[src/rtl/trace_capture_ctrl.sv]
// Trace RAM sequencer: captures len_m1+1 triggered samples, then dumps them as a valid/ready stream.
// Optional sample decimation is enabled by defining TRACE_CTRL_DECIM_EN.
module trace_capture_ctrl #(
  parameter int DATA_WIDTH = 64,
  parameter int ADDR_WIDTH = 12,
  parameter int RD_LATENCY = 2,
  parameter int BUF_DEPTH  = 4
) (
  input  logic                    clk,
  input  logic                    rst_n,
  input  logic                    arm,
  input  logic                    abort,
  input  logic                    trigger,
  input  logic [ADDR_WIDTH-1:0]   len_m1,
`ifdef TRACE_CTRL_DECIM_EN
  input  logic [7:0]              decim,
`endif
  input  logic                    s_valid,
  input  logic [DATA_WIDTH-1:0]   s_data,
  input  logic                    dump_start,
  output logic                    m_valid,
  input  logic                    m_ready,
  output logic [DATA_WIDTH-1:0]   m_data,
  output logic                    m_last,
  output logic                    busy,
  output logic                    done,
  output logic                    mem_ena,
  output logic [DATA_WIDTH/8-1:0] mem_wea,
  output logic [ADDR_WIDTH-1:0]   mem_addra,
  output logic [DATA_WIDTH-1:0]   mem_dina,
  output logic                    mem_enb,
  output logic [ADDR_WIDTH-1:0]   mem_addrb,
  input  logic [DATA_WIDTH-1:0]   mem_doutb
);

  localparam int BW = $clog2(BUF_DEPTH);
  localparam int CW = BW + 1;

  localparam logic [2:0] S_IDLE    = 3'd0;
  localparam logic [2:0] S_ARMED   = 3'd1;
  localparam logic [2:0] S_CAPTURE = 3'd2;
  localparam logic [2:0] S_DONE    = 3'd3;
  localparam logic [2:0] S_DUMP    = 3'd4;

  logic [2:0]            state;
  logic [ADDR_WIDTH-1:0] len_q;
  logic [ADDR_WIDTH-1:0] cap_ptr;
  logic                  cap_all;
  logic                  wr_vld;
  logic [ADDR_WIDTH-1:0] wr_addr;
  logic [DATA_WIDTH-1:0] wr_dat;
  logic [ADDR_WIDTH-1:0] rd_ptr;
  logic                  rd_all;
  logic [RD_LATENCY-1:0] vpipe;
  logic [RD_LATENCY-1:0] lpipe;
  logic [DATA_WIDTH-1:0] buf_dat [BUF_DEPTH];
  logic [BUF_DEPTH-1:0]  buf_last;
  logic [CW-1:0]         buf_wp;
  logic [CW-1:0]         buf_rp;

  logic          arm_ok, win, take, issue, push, xfer;
  logic [CW-1:0] buf_count;
  logic [CW:0]   occ;

`ifdef TRACE_CTRL_DECIM_EN
  logic [7:0] decim_q;
  logic [7:0] dcnt;
  assign take = win && (dcnt == 8'd0);
`else
  assign take = win;
`endif

  assign arm_ok = (state == S_IDLE) && arm && !abort;
  // The trigger cycle itself is eligible; cap_all stops intake once the last sample is registered.
  assign win = !abort && s_valid &&
               (((state == S_ARMED) && trigger) || ((state == S_CAPTURE) && !cap_all));

  assign buf_count = buf_wp - buf_rp;
  always_comb begin
    occ = {1'b0, buf_count};
    for (int i = 0; i < RD_LATENCY; i++) occ = occ + (CW+1)'(vpipe[i]);
  end

  assign issue   = (state == S_DUMP) && !abort && !rd_all && (occ < (CW+1)'(BUF_DEPTH));
  assign push    = vpipe[RD_LATENCY-1];
  assign m_valid = (buf_wp != buf_rp);
  assign m_data  = buf_dat[buf_rp[BW-1:0]];
  assign m_last  = m_valid && buf_last[buf_rp[BW-1:0]];
  assign xfer    = m_valid && m_ready;

  assign busy      = (state != S_IDLE);
  assign done      = (state == S_DONE);
  assign mem_ena   = wr_vld;
  assign mem_wea   = {(DATA_WIDTH/8){wr_vld}};
  assign mem_addra = wr_addr;
  assign mem_dina  = wr_dat;
  assign mem_enb   = issue;
  assign mem_addrb = rd_ptr;

  always_ff @(posedge clk or negedge rst_n) begin
    if (!rst_n) begin
      state <= S_IDLE;
      len_q <= '0;
    end else if (abort) begin
      state <= S_IDLE;
    end else begin
      case (state)
        S_IDLE:    if (arm) begin state <= S_ARMED; len_q <= len_m1; end
        S_ARMED:   if (trigger) state <= S_CAPTURE;
        S_CAPTURE: if (wr_vld && (wr_addr == len_q)) state <= S_DONE;
        S_DONE:    if (dump_start) state <= S_DUMP;
        S_DUMP:    if (xfer && m_last) state <= S_IDLE;
        default:   state <= S_IDLE;
      endcase
    end
  end

  always_ff @(posedge clk or negedge rst_n) begin
    if (!rst_n) begin
      cap_ptr <= '0;
      cap_all <= 1'b0;
      wr_vld  <= 1'b0;
      wr_addr <= '0;
      wr_dat  <= '0;
`ifdef TRACE_CTRL_DECIM_EN
      decim_q <= '0;
      dcnt    <= '0;
`endif
    end else begin
      wr_vld <= take;
      if (arm_ok) begin
        cap_ptr <= '0;
        cap_all <= 1'b0;
`ifdef TRACE_CTRL_DECIM_EN
        decim_q <= decim;
        dcnt    <= '0;
`endif
      end
      if (take) begin
        wr_addr <= cap_ptr;
        wr_dat  <= s_data;
        // Saturate on the last address instead of wrapping, so a full-RAM trace ends cleanly.
        if (cap_ptr == len_q) cap_all <= 1'b1;
        else                  cap_ptr <= cap_ptr + 1'b1;
      end
`ifdef TRACE_CTRL_DECIM_EN
      if (win) dcnt <= (dcnt == decim_q) ? 8'd0 : dcnt + 8'd1;
`endif
    end
  end

  always_ff @(posedge clk or negedge rst_n) begin
    if (!rst_n) begin
      rd_ptr   <= '0;
      rd_all   <= 1'b0;
      vpipe    <= '0;
      lpipe    <= '0;
      buf_wp   <= '0;
      buf_rp   <= '0;
      buf_last <= '0;
      for (int i = 0; i < BUF_DEPTH; i++) buf_dat[i] <= '0;
    end else if (abort || (state != S_DUMP)) begin
      // Discard anything in flight; the next dump restarts at address 0.
      rd_ptr <= '0;
      rd_all <= 1'b0;
      vpipe  <= '0;
      lpipe  <= '0;
      buf_wp <= '0;
      buf_rp <= '0;
    end else begin
      vpipe <= (vpipe << 1) | RD_LATENCY'(issue);
      lpipe <= (lpipe << 1) | RD_LATENCY'(issue && (rd_ptr == len_q));
      if (issue) begin
        if (rd_ptr == len_q) rd_all <= 1'b1;
        else                 rd_ptr <= rd_ptr + 1'b1;
      end
      if (push) begin
        buf_dat[buf_wp[BW-1:0]]  <= mem_doutb;
        buf_last[buf_wp[BW-1:0]] <= lpipe[RD_LATENCY-1];
        buf_wp <= buf_wp + 1'b1;
      end
      if (xfer) buf_rp <= buf_rp + 1'b1;
    end
  end

endmodule

[config.mk]
export PLATFORM = sky130hd
export DESIGN_NAME = trace_capture_ctrl
export DESIGN_NICKNAME = d
export VERILOG_FILES = /design/src/rtl/trace_capture_ctrl.sv
export SDC_FILE = /design/constraint.sdc
export NUM_CORES = 1
export LEC_CHECK = 0
export CORE_AREA = 2 2 176 178
export DETAILED_ROUTE_END_ITERATION = 10
export DIE_AREA = 0 0 178 180
export HOLD_SLACK_MARGIN = 0.06
export PLACE_DENSITY_LB_ADDON = 0.3
export SLEW_MARGIN = 20
export SYNTH_ARGS = -nofsm -noshare
export SYNTH_HDL_FRONTEND = slang
export SYNTH_SLANG_ARGS = --single-unit
[constraint.sdc]
create_clock -name clk -period 4.36 [get_ports clk]
set_input_delay 0.436 -clock clk [delete_from_list [all_inputs] [get_ports clk]]
set_output_delay 0.436 -clock clk [all_outputs]
set_load 0.005 [all_outputs]
==> flow_summary.ini, run 1 <==
[run_status]
status = completed

[critical_path]
cp_common_cell = buf_4
timing.rr.end = mem_addrb[8]
cp_slowest_cell = buf_4
reg2regPathDepth = 6
cp.required_ps = 3920
slowest_delay_ps = 710
path_cells = buf_4 > buf_4 > mux4_2 > clkdlybuf4s50_1
crit_cells = 4
worst-setup-path-type = flop to primary output
startpoint_type = flop
worstReg2RegStart = buf_rp[1]
arrival_ps = 3310
cp_top_family = buffers and inverters
r2r_slack_ps = 1510
cp-end-kind = primary output
crit_fanout = 38
critical_path_buf_inv_count = 3

[place]
port_buffers = 313
dp_hpwl_um = 26040
gp_congestion = 0.8443
dpl-instance-area_mm2 = 0.02053

[timing]
rsz0062_at_grt = no
maxSlewViolCount = 0
worst_pin_slew_ps = 1049
finalSetupTns_ps = 0
fmax_mhz = 267.3
holdWs_ps = 435.3
layout_min_cycle_time_ps = 3742
finalSetupViolations = 0
min_period_over_period = 0.8582
hold_viol_final = 0
max_slew_margin = 0.3006
finClkSkew_ps = 17.11

[pwr]
p_comb_frac = 0.169
p_int_uw = 7117
power_switching_uw = 2408
sw_frac_of_total = 0.2528
power_frac_seq = 0.450
p_leak_uw = 0.01042
p_total_uw = 9525
powerDensity_mw_per_mm2 = 433.8
peakVddDrop_v = 0.0004064
power_frac_clock = 0.380

[global_route]
grt_pass1_wl_um = 65760
met2_usage = 0.4211
track_usage = 0.2594
grt_pass1_vias = 12240
grt_overflow = 0
grt_busiest_layer = met2
antenna_found_initial = 2
met1_usage = 0.3463
met3_usage = 0.05901
grt_start_max_net_pins = 116

[finish]
layout.nets = 1739
final-seq-area_mm2 = 0.009714
layout-drive-gt1-share = 0.2576
fillCellCount = 1986
finish.utilization = 0.7273
final_area_mm2 = 0.02196
multi_input_area_mm2 = 0.006959
syn_to_final_growth_pct = 28.86

[route]
drtPass1Iterations = 4
wirelength_um = 40260
drt_iter0_markers = 755
ant_nets = 0
drc_errors = 0
vias = 11310
viasPerCell = 5.632
wl_per_cell_um = 20.05

[synth]
synth_top_cell_by_area = dfrtp_1
syn_nets = 1450
synth_top_area_share = 0.5698
ys.flop_type = dfrtp_1
yosysWarnings = 0
synth_area_per_cell_um2 = 13.20
synth.most_common_cell = dfrtp_1
syn_area_mm2 = 0.01704
synth-edff-count = 0
synthArstFlopShare = 1.000
ys_ff_latch = 388
synthTopCellsByArea = dfrtp_1 57%, mux2_2 17%, mux4_2 8.6%
synth_common_cells = 388 x dfrtp_1, 282 x nand2_1, 260 x mux2_2, 65 x mux4_2, 55 x clkbuf_1
ys_seq_area_frac = 0.5698
synth_cell_types = 43
netlist_instances = 1291

[clocking]
cts_tree = yes
root_buffer = clkbuf_16
cts_setup_buffers = 0
cts_max_level = 2
clkSinkCount = 388
clock_latency_ps = 530
cts.path.max_buffers = 3
cts.clk_slew.worst_paths_ps = 60
cts_made_buffers = 41

[floorplan]
rows = 64
ios = 314
die_w_um = 178
fp.coreArea_mm2 = 0.03019
initial_utilization = 0.5644
die_h_um = 180
dieArea_mm2 = 0.03204

[hold_path]
whs_path_depth = 3
hold_path_startpoint = len_m1[9]
hold-path-endpoint = len_q[9]
min_path_type = input port to flop

[run]
maxCapViolCount = 0
[logic make-up after synthesis]
logic type / count (synthesis) / share of synthesized area
DFF: 388 / 0.5698
and+or+nand+nor: 370 / 0.09465
muxes: 332 / 0.2619
buffers and inverters: 97 / 0.02438
AOI/OAI and AO/OA: 51 / 0.01917
xor gates and xnor gates: 42 / 0.02159
adders and majority gates: 11 / 0.008518
[power groups by stage]
stage	Clock, uW	Sequential [uW]	Combinational [uW]
after floorplan	0	4300	590
after global placement	0	4330	1580
after detailed placement	0	4340	1620
after CTS	3690	4280	1630
after global routing	3850	4330	1770
final	3620	4290	1610
[registers in the layout, summed over array words and instances, names as in the netlist, 4 cells and up]
name / flops
len_q: 12
buf_last: 4
mem_addra: 12
buf_dat: 256
mem_dina: 64
cap_ptr: 12
mem_addrb: 12
[layer usage]
metal / up-vias / part of all wire
met3: 86 / 0.063
met4: 2 / 0.030
met5: - / 0.00032
met2: 333 / 0.50
li1: 5111 / -
met1: 5777 / 0.41
[how the worst max path moves through the flow]
stage / from / end / slack [ps]
floorplan: buf_wp[0] / mem_addrb[10] / 1710
global placement: buf_rp[0] / m_data[58] / 1100
detailed placement: buf_rp[0] / m_data[58] / 1090
CTS: buf_rp[0] / m_data[58] / 520
global route: buf_rp[0] / m_data[4] / 370
finish: buf_rp[0] / m_data[27] / 620
[through the flow]
stage | setup WS [ps] | instances
2_1_floorplan | 1714 | 1291
3_3_place_gp | 1096 | 1932
3_5_place_dp | 1087 | 1932
4_1_cts | 519.6 | 2007
5_1_grt | 368.2 | 2008
6_report | 618.4 | 2008
[layout make-up]
type                       instances  area share
multi-input combinational        806      0.3170
clock inverter                    13    0.009118
antenna                            1   0.0001140
tap                              396     0.02257
timing repair buffer             331      0.1515
sequential                       388      0.4424
inverter                          12    0.002052
clock buffer                      61     0.05528
[layout by cell type (no fill, tap or decap), types with 7 or more instances in the layout]
cell type,synthesis,final
a21oi_1,17,17
and2_1,7,7
buf_4,8,13
clkbuf_1,55,11
clkbuf_16,0,43
clkbuf_8,0,7
clkdlybuf4s50_1,0,312
dfrtp_1,388,386
ha_1,10,10
inv_1,12,11
mux2_2,260,260
mux2i_1,7,7
mux4_2,65,65
nand2_1,282,282
nand3_1,20,17
nand4_1,8,8
nor2_1,11,10
o21ai_0,7,7
o31ai_1,14,14
or4_1,13,13
xnor2_1,23,23
xor2_1,19,19
[timing repair]
item,4_1_cts,5_1_grt
endpoints found under the hold margin,111,0
hold buffers,1,0
gates resized for setup,0,0
[worst reg2reg max path, cell delays in order (launching register included)]
cell     delay (ps)
dfrtp_2         690
fa_1            640
nor2_1           40
or4_1           490
buf_4           220
or4_1           530
a21oi_1         160
No activity file was read; power rests on OpenSTA's default activity.
==> inputs of run 2 (changes only) <==
- CORE_AREA: 2 2 176 178 -> 2 2 210 212
- DIE_AREA: 0 0 178 180 -> 0 0 212 214
==> run 2 against run 1 <==
Sequential power is essentially flat; global-route usage shrank 7.1 points; first-iteration DRC count shrank 19%; clock skew grew 11 ps; fmax grew 7.5%; sequential share of layout area shrank 0.59 points; power grew 0.82%; clock power grew 2%; critical path depth grew 5; count of clock-buffer cells in the layout grew 12; core utilization shrank 21 points; die area grew 42%; critical path type unchanged; largest power group unchanged; highest routed layer unchanged.
==> flow_summary.ini, run 2 (synthesis results as in run 1) <==
[critical_path]
slowest_delay_ps = 580
path_cells = inv_1 > ha_1 > inv_1 > ha_1 > a21oi_1 > nor2_1 > or4_1 > inv_1 > clkdlybuf4s50_1
cp-end-kind = primary output
crit_fanout = 4
cp_slowest_cell = or4_1
startpoint_type = flop
cp_common_cell = inv_1
worst-setup-path-type = flop to primary output
cp.required_ps = 3920
arrival_ps = 3040

[finish]
final_common_cell = dfrtp_1
antenna_cells = 0
layout-drive-gt1-share = 0.2591
most-common-layout-cells = 386 x dfrtp_1, 312 x clkdlybuf4s50_1, 282 x nand2_1, 260 x mux2_2, 65 x mux4_2
largest_register_ffs = 256
syn_to_final_growth_pct = 30.64
layout.nets = 1745
top_register = buf_dat

[place]
pre_cts_ws_ps = 1379
dp_hpwl_um = 27100
port_buffers = 313
gp_congestion = 0.8729

[clocking]
clock_latency_ps = 570
hold_buffers = 1
clkSinkCount = 388
cts_setup_buffers = 0
cts.clk_slew.worst_paths_ps = 60
cts_max_level = 2
root_buffer = clkbuf_16
post_cts_resized = 0
cts_made_buffers = 44
cts_tree = yes
cts.path.max_buffers = 3

[timing]
finalSetupViolations = 0
layout_min_cycle_time_ps = 3480
fmax_mhz = 287.3
worst_slack_ps = 879.6
max_slew_margin = 0.2556
min_period_over_period = 0.7982
maxSlewViolCount = 0
hold_viol_final = 0
finalSetupTns_ps = 0
finClkSkew_ps = 27.91
rsz0062_at_grt = no
worst_pin_slew_ps = 1111

[pwr]
peakVddDrop_v = 0.0002958
powerDensity_mw_per_mm2 = 431.4
p_leak_uw = 0.01045

[global_route]
grt_start_max_net_pins = 99
antenna_found_initial = 1
track_usage = 0.1880
grt_pass1_wl_um = 66740
grt_overflow = 0
grt_pass1_vias = 11730

[floorplan]
initial_utilization = 0.3973
ios = 314
die_w_um = 212
dieArea_mm2 = 0.04537
fp.coreArea_mm2 = 0.04289
rows = 76
die_h_um = 214

[run_status]
status = completed

[run]
maxCapViolCount = 0

[route]
ant_nets = 0
drtPass1Iterations = 5
vias = 11190
drt_iter0_markers = 610
wl_per_cell_um = 18.95
viasPerCell = 5.071
wirelength_um = 41800
drc_errors = 0

[hold_path]
min_path_type = input port to flop
==> run 2: cell types whose count changed in the layout (fill, tap and decap cells not counted), sizes merged <==
cell and change:
clkbuf +12, buf +3, bufinv -3, clkinvlp -1, diode -1, inv -1
==> run 2: power breakdown <==
| group | switching (uW) | total, uW | internal, uW |
|---|---|---|---|
| combinational | 691 | 1620 | 928 |
| clock | 1470 | 3690 | 2230 |
| sequential | 319 | 4290 | 3970 |
| total | 2480 | 9600 | 7130 |
==> run 2: area by class of cell <==
type | instances | area [um2]
Inverter | 12 | 45.04
Timing Repair Buffer | 334 | 3348
Fill cell | 3659 | 20630
Sequential cell | 388 | 9717
Clock inverter | 8 | 101.3
Tap cell | 585 | 732.0
Clock buffer | 73 | 1353
Multi-Input combinational cell | 806 | 6964
==> run 2: path summary, 6_finish.rpt <==
kind                                 start  depth (start not counted)  slack (ps)           end
worst max-delay path             buf_wp[0]                          9         880       mem_enb
worst min-delay path            s_data[61]                          3         390  mem_dina[61]
worst max register to register   buf_wp[0]                         10        1470  mem_addrb[6]
worst min register to register    lpipe[0]                          1         450      lpipe[1]
max in group asynchronous            rst_n                          3        2820  buf_dat[169]
min in group asynchronous            rst_n                          2         510  mem_dina[59]
==> run 2: stage by stage <==
step	cells	area [um2]	utilization	total power, uW	hold slack [ps]
detailed placement	2124	20800	0.4849	5981	434.3
finish	2206	22260	0.5191	9603	392.5
CTS	2206	22260	0.5191	9746	352.8
global route	2206	22260	0.5191	10090	377.2
floorplan	1291	17040	-	4892	140.4
global placement	2124	20800	0.4849	5952	450.8
==> run 2: critical path: cells and delay by family (launching register included) <==
kind                       cells  cell delay (ps)
AOI/OAI and AO/OA              1              130
adders and majority gates      2              570
buffers and inverters          4              730
DFF                            1              400
and+or+nand+nor                2              630
==> run 2: per-layer routing <==
| layer | GRT usage | vias up | part of all wire |
|---|---|---|---|
| met1 | 0.2451 | 5767 | 0.42 |
| met3 | 0.04002 | 70 | 0.053 |
| met2 | 0.3113 | 228 | 0.50 |
| met4 | 0.06385 | 2 | 0.026 |
| met5 | 0 | - | 0.00031 |
| li1 | - | 5119 | - |
==> inputs of run 3 (changes only) <==
- clock period: 4.36 -> 3.47 ns (I/O delays scaled with it)
==> run 3 against run 2 <==
Critical path depth shrank 1; non-clock buffer count up 10; via count increased by 0.21%; wire length is 1.0% higher; power increased by 27%; setup slack worse by 750 ps; combinational power is 27% higher.
==> flow_summary.ini, run 3 (synthesis results as in run 1) <==
[critical_path]
cp-end-kind = primary output
worst-setup-path-type = flop to primary output
cp.required_ps = 3120
worstReg2RegStart = buf_rp[0]
slowest_delay_ps = 560
cp_top_family = simple AND/OR/NAND/NOR gates
path_cells = ha_1 > inv_1 > ha_1 > a21oi_1 > nor2_1 > or4_4 > inv_1 > clkdlybuf4s50_1
critPathCapture = mem_enb
r2r_slack_ps = 650
cp_slowest_cell = or4_4
reg2regPathDepth = 9
crit_fanout = 6
arrival_ps = 2990
startpoint_type = flop
timing.rr.end = mem_addrb[4]
crit_start = buf_rp[0]
critical_path_buf_inv_count = 3
crit_cells = 8

[floorplan]
ios = 314
rows = 76
initial_utilization = 0.3973
dieArea_mm2 = 0.04537
die_w_um = 212
die_h_um = 214
fp.coreArea_mm2 = 0.04289

[clocking]
clock_latency_ps = 570
cts_tree = yes
cts_max_level = 2
cts_made_buffers = 44
clkSinkCount = 388
cts.clk_slew.worst_paths_ps = 60
root_buffer = clkbuf_16
cts.path.max_buffers = 3

[route]
wl_per_cell_um = 19.06
vias = 11210
drc_errors = 0
ant_nets = 0
drt_iter0_markers = 584
wirelength_um = 42220
viasPerCell = 5.060
drtPass1Iterations = 4

[hold_path]
min_path_type = input port to flop

[pwr]
p_leak_uw = 0.01054
powerDensity_mw_per_mm2 = 542.3
peakVddDrop_v = 0.0003663

[timing]
max_slew_margin = 0.4567
rsz0062_at_grt = no
finalSetupViolations = 0
min_period_over_period = 0.9618
worst_slack_ps = 132.5
hold_viol_final = 0
fmax_mhz = 299.6
finClkSkew_ps = 27.02
maxSlewViolCount = 0
layout_min_cycle_time_ps = 3337
worst_pin_slew_ps = 814.9
finalSetupTns_ps = 0

[finish]
finish.utilization = 0.5232
layout-drive-gt1-share = 0.2695
final_common_cell = dfrtp_1
largest_register_ffs = 256
top_register = buf_dat
most-common-layout-cells = 386 x dfrtp_1, 312 x clkdlybuf4s50_1, 282 x nand2_1, 260 x mux2_2, 65 x mux4_2
final-seq-area_mm2 = 0.009717
multi_input_area_mm2 = 0.006974
final_area_mm2 = 0.02244
syn_to_final_growth_pct = 31.69
layout.nets = 1755
fillCellCount = 3685

[place]
dpl-instance-area_mm2 = 0.02091
dp_hpwl_um = 27530
port_buffers = 313
gp_congestion = 0.8669
pre_cts_ws_ps = 507.3

[run]
maxCapViolCount = 0

[global_route]
grt_overflow = 0
antenna_found_initial = 1
grt_pass1_wl_um = 67750
track_usage = 0.1902
grt_pass1_vias = 11930
grt_start_max_net_pins = 98

[run_status]
status = completed
[run 3: cell count changes in the layout (fill, tap and decap cells not counted), sizes merged]
cell	previous run	this run
diode	0	1
buf	21	31
clkinv	6	8
clkinvlp	0	3
clkbuf	73	66
[run 3: cell type report]
| type | instances | share of cell area |
|---|---|---|
| antenna | 1 | 0.0001115 |
| tap | 585 | 0.03262 |
| inverter | 12 | 0.002007 |
| sequential | 388 | 0.4331 |
| clock buffer | 66 | 0.06045 |
| timing repair buffer | 344 | 0.1548 |
| clock inverter | 13 | 0.006134 |
| multi-input combinational | 806 | 0.3108 |
[run 3: what timing repair did]
action,4_1_cts,5_1_grt
cloned,0,0
buffers inserted,0,1
hold endpoints to repair,86,0
setup endpoints to repair,1,1
hold buffers,1,0
resized for setup,1,0
[run 3: worst min path at each step]
stage,from,to,slack (ps),cells past startpoint
floorplan,rst_n,buf_dat[0],50,0
global placement,rst_n,mem_dina[52],430,1
detailed placement,rst_n,mem_dina[52],450,1
CTS,s_data[9],mem_dina[9],270,3
global route,s_data[12],mem_dina[12],290,3
finish,s_data[0],mem_dina[0],300,3
[run 3: tightest hold or removal path, delay by kind of cell]
| family | cells | cell delay, ps |
|---|---|---|
| buffers and inverters | 1 | 390 |
| and+or+nand+nor | 2 | 90 |
[run 3: where the power goes]
part	leakage, uW	switching (uW)	internal (uW)
clock	0.000732	1880	2850
combinational	0.00450	872	1170
sequential	0.00531	405	4990
[run 3: routing by layer]
| metal | up-vias | part of all wire | routed length, um | global-route usage |
|---|---|---|---|---|
| li1 | 5133 | - | - | - |
| met1 | 5767 | 0.43 | 18000 | 0.2461 |
| met2 | 227 | 0.50 | 21000 | 0.3156 |
| met3 | 82 | 0.045 | 1892 | 0.03724 |
| met4 | 0 | 0.031 | 1326 | 0.07300 |
| met5 | - | 0 | 0 | 0 |
[run 3: per-stage QoR]
stage	power, uW	cells	hold slack, ps
CTS	12330	2213	270.6
floorplan	6147	1291	51.41
detailed placement	7522	2133	447.2
global placement	7486	2133	434.8
finish	12170	2215	304.8
global route	12760	2215	292.3
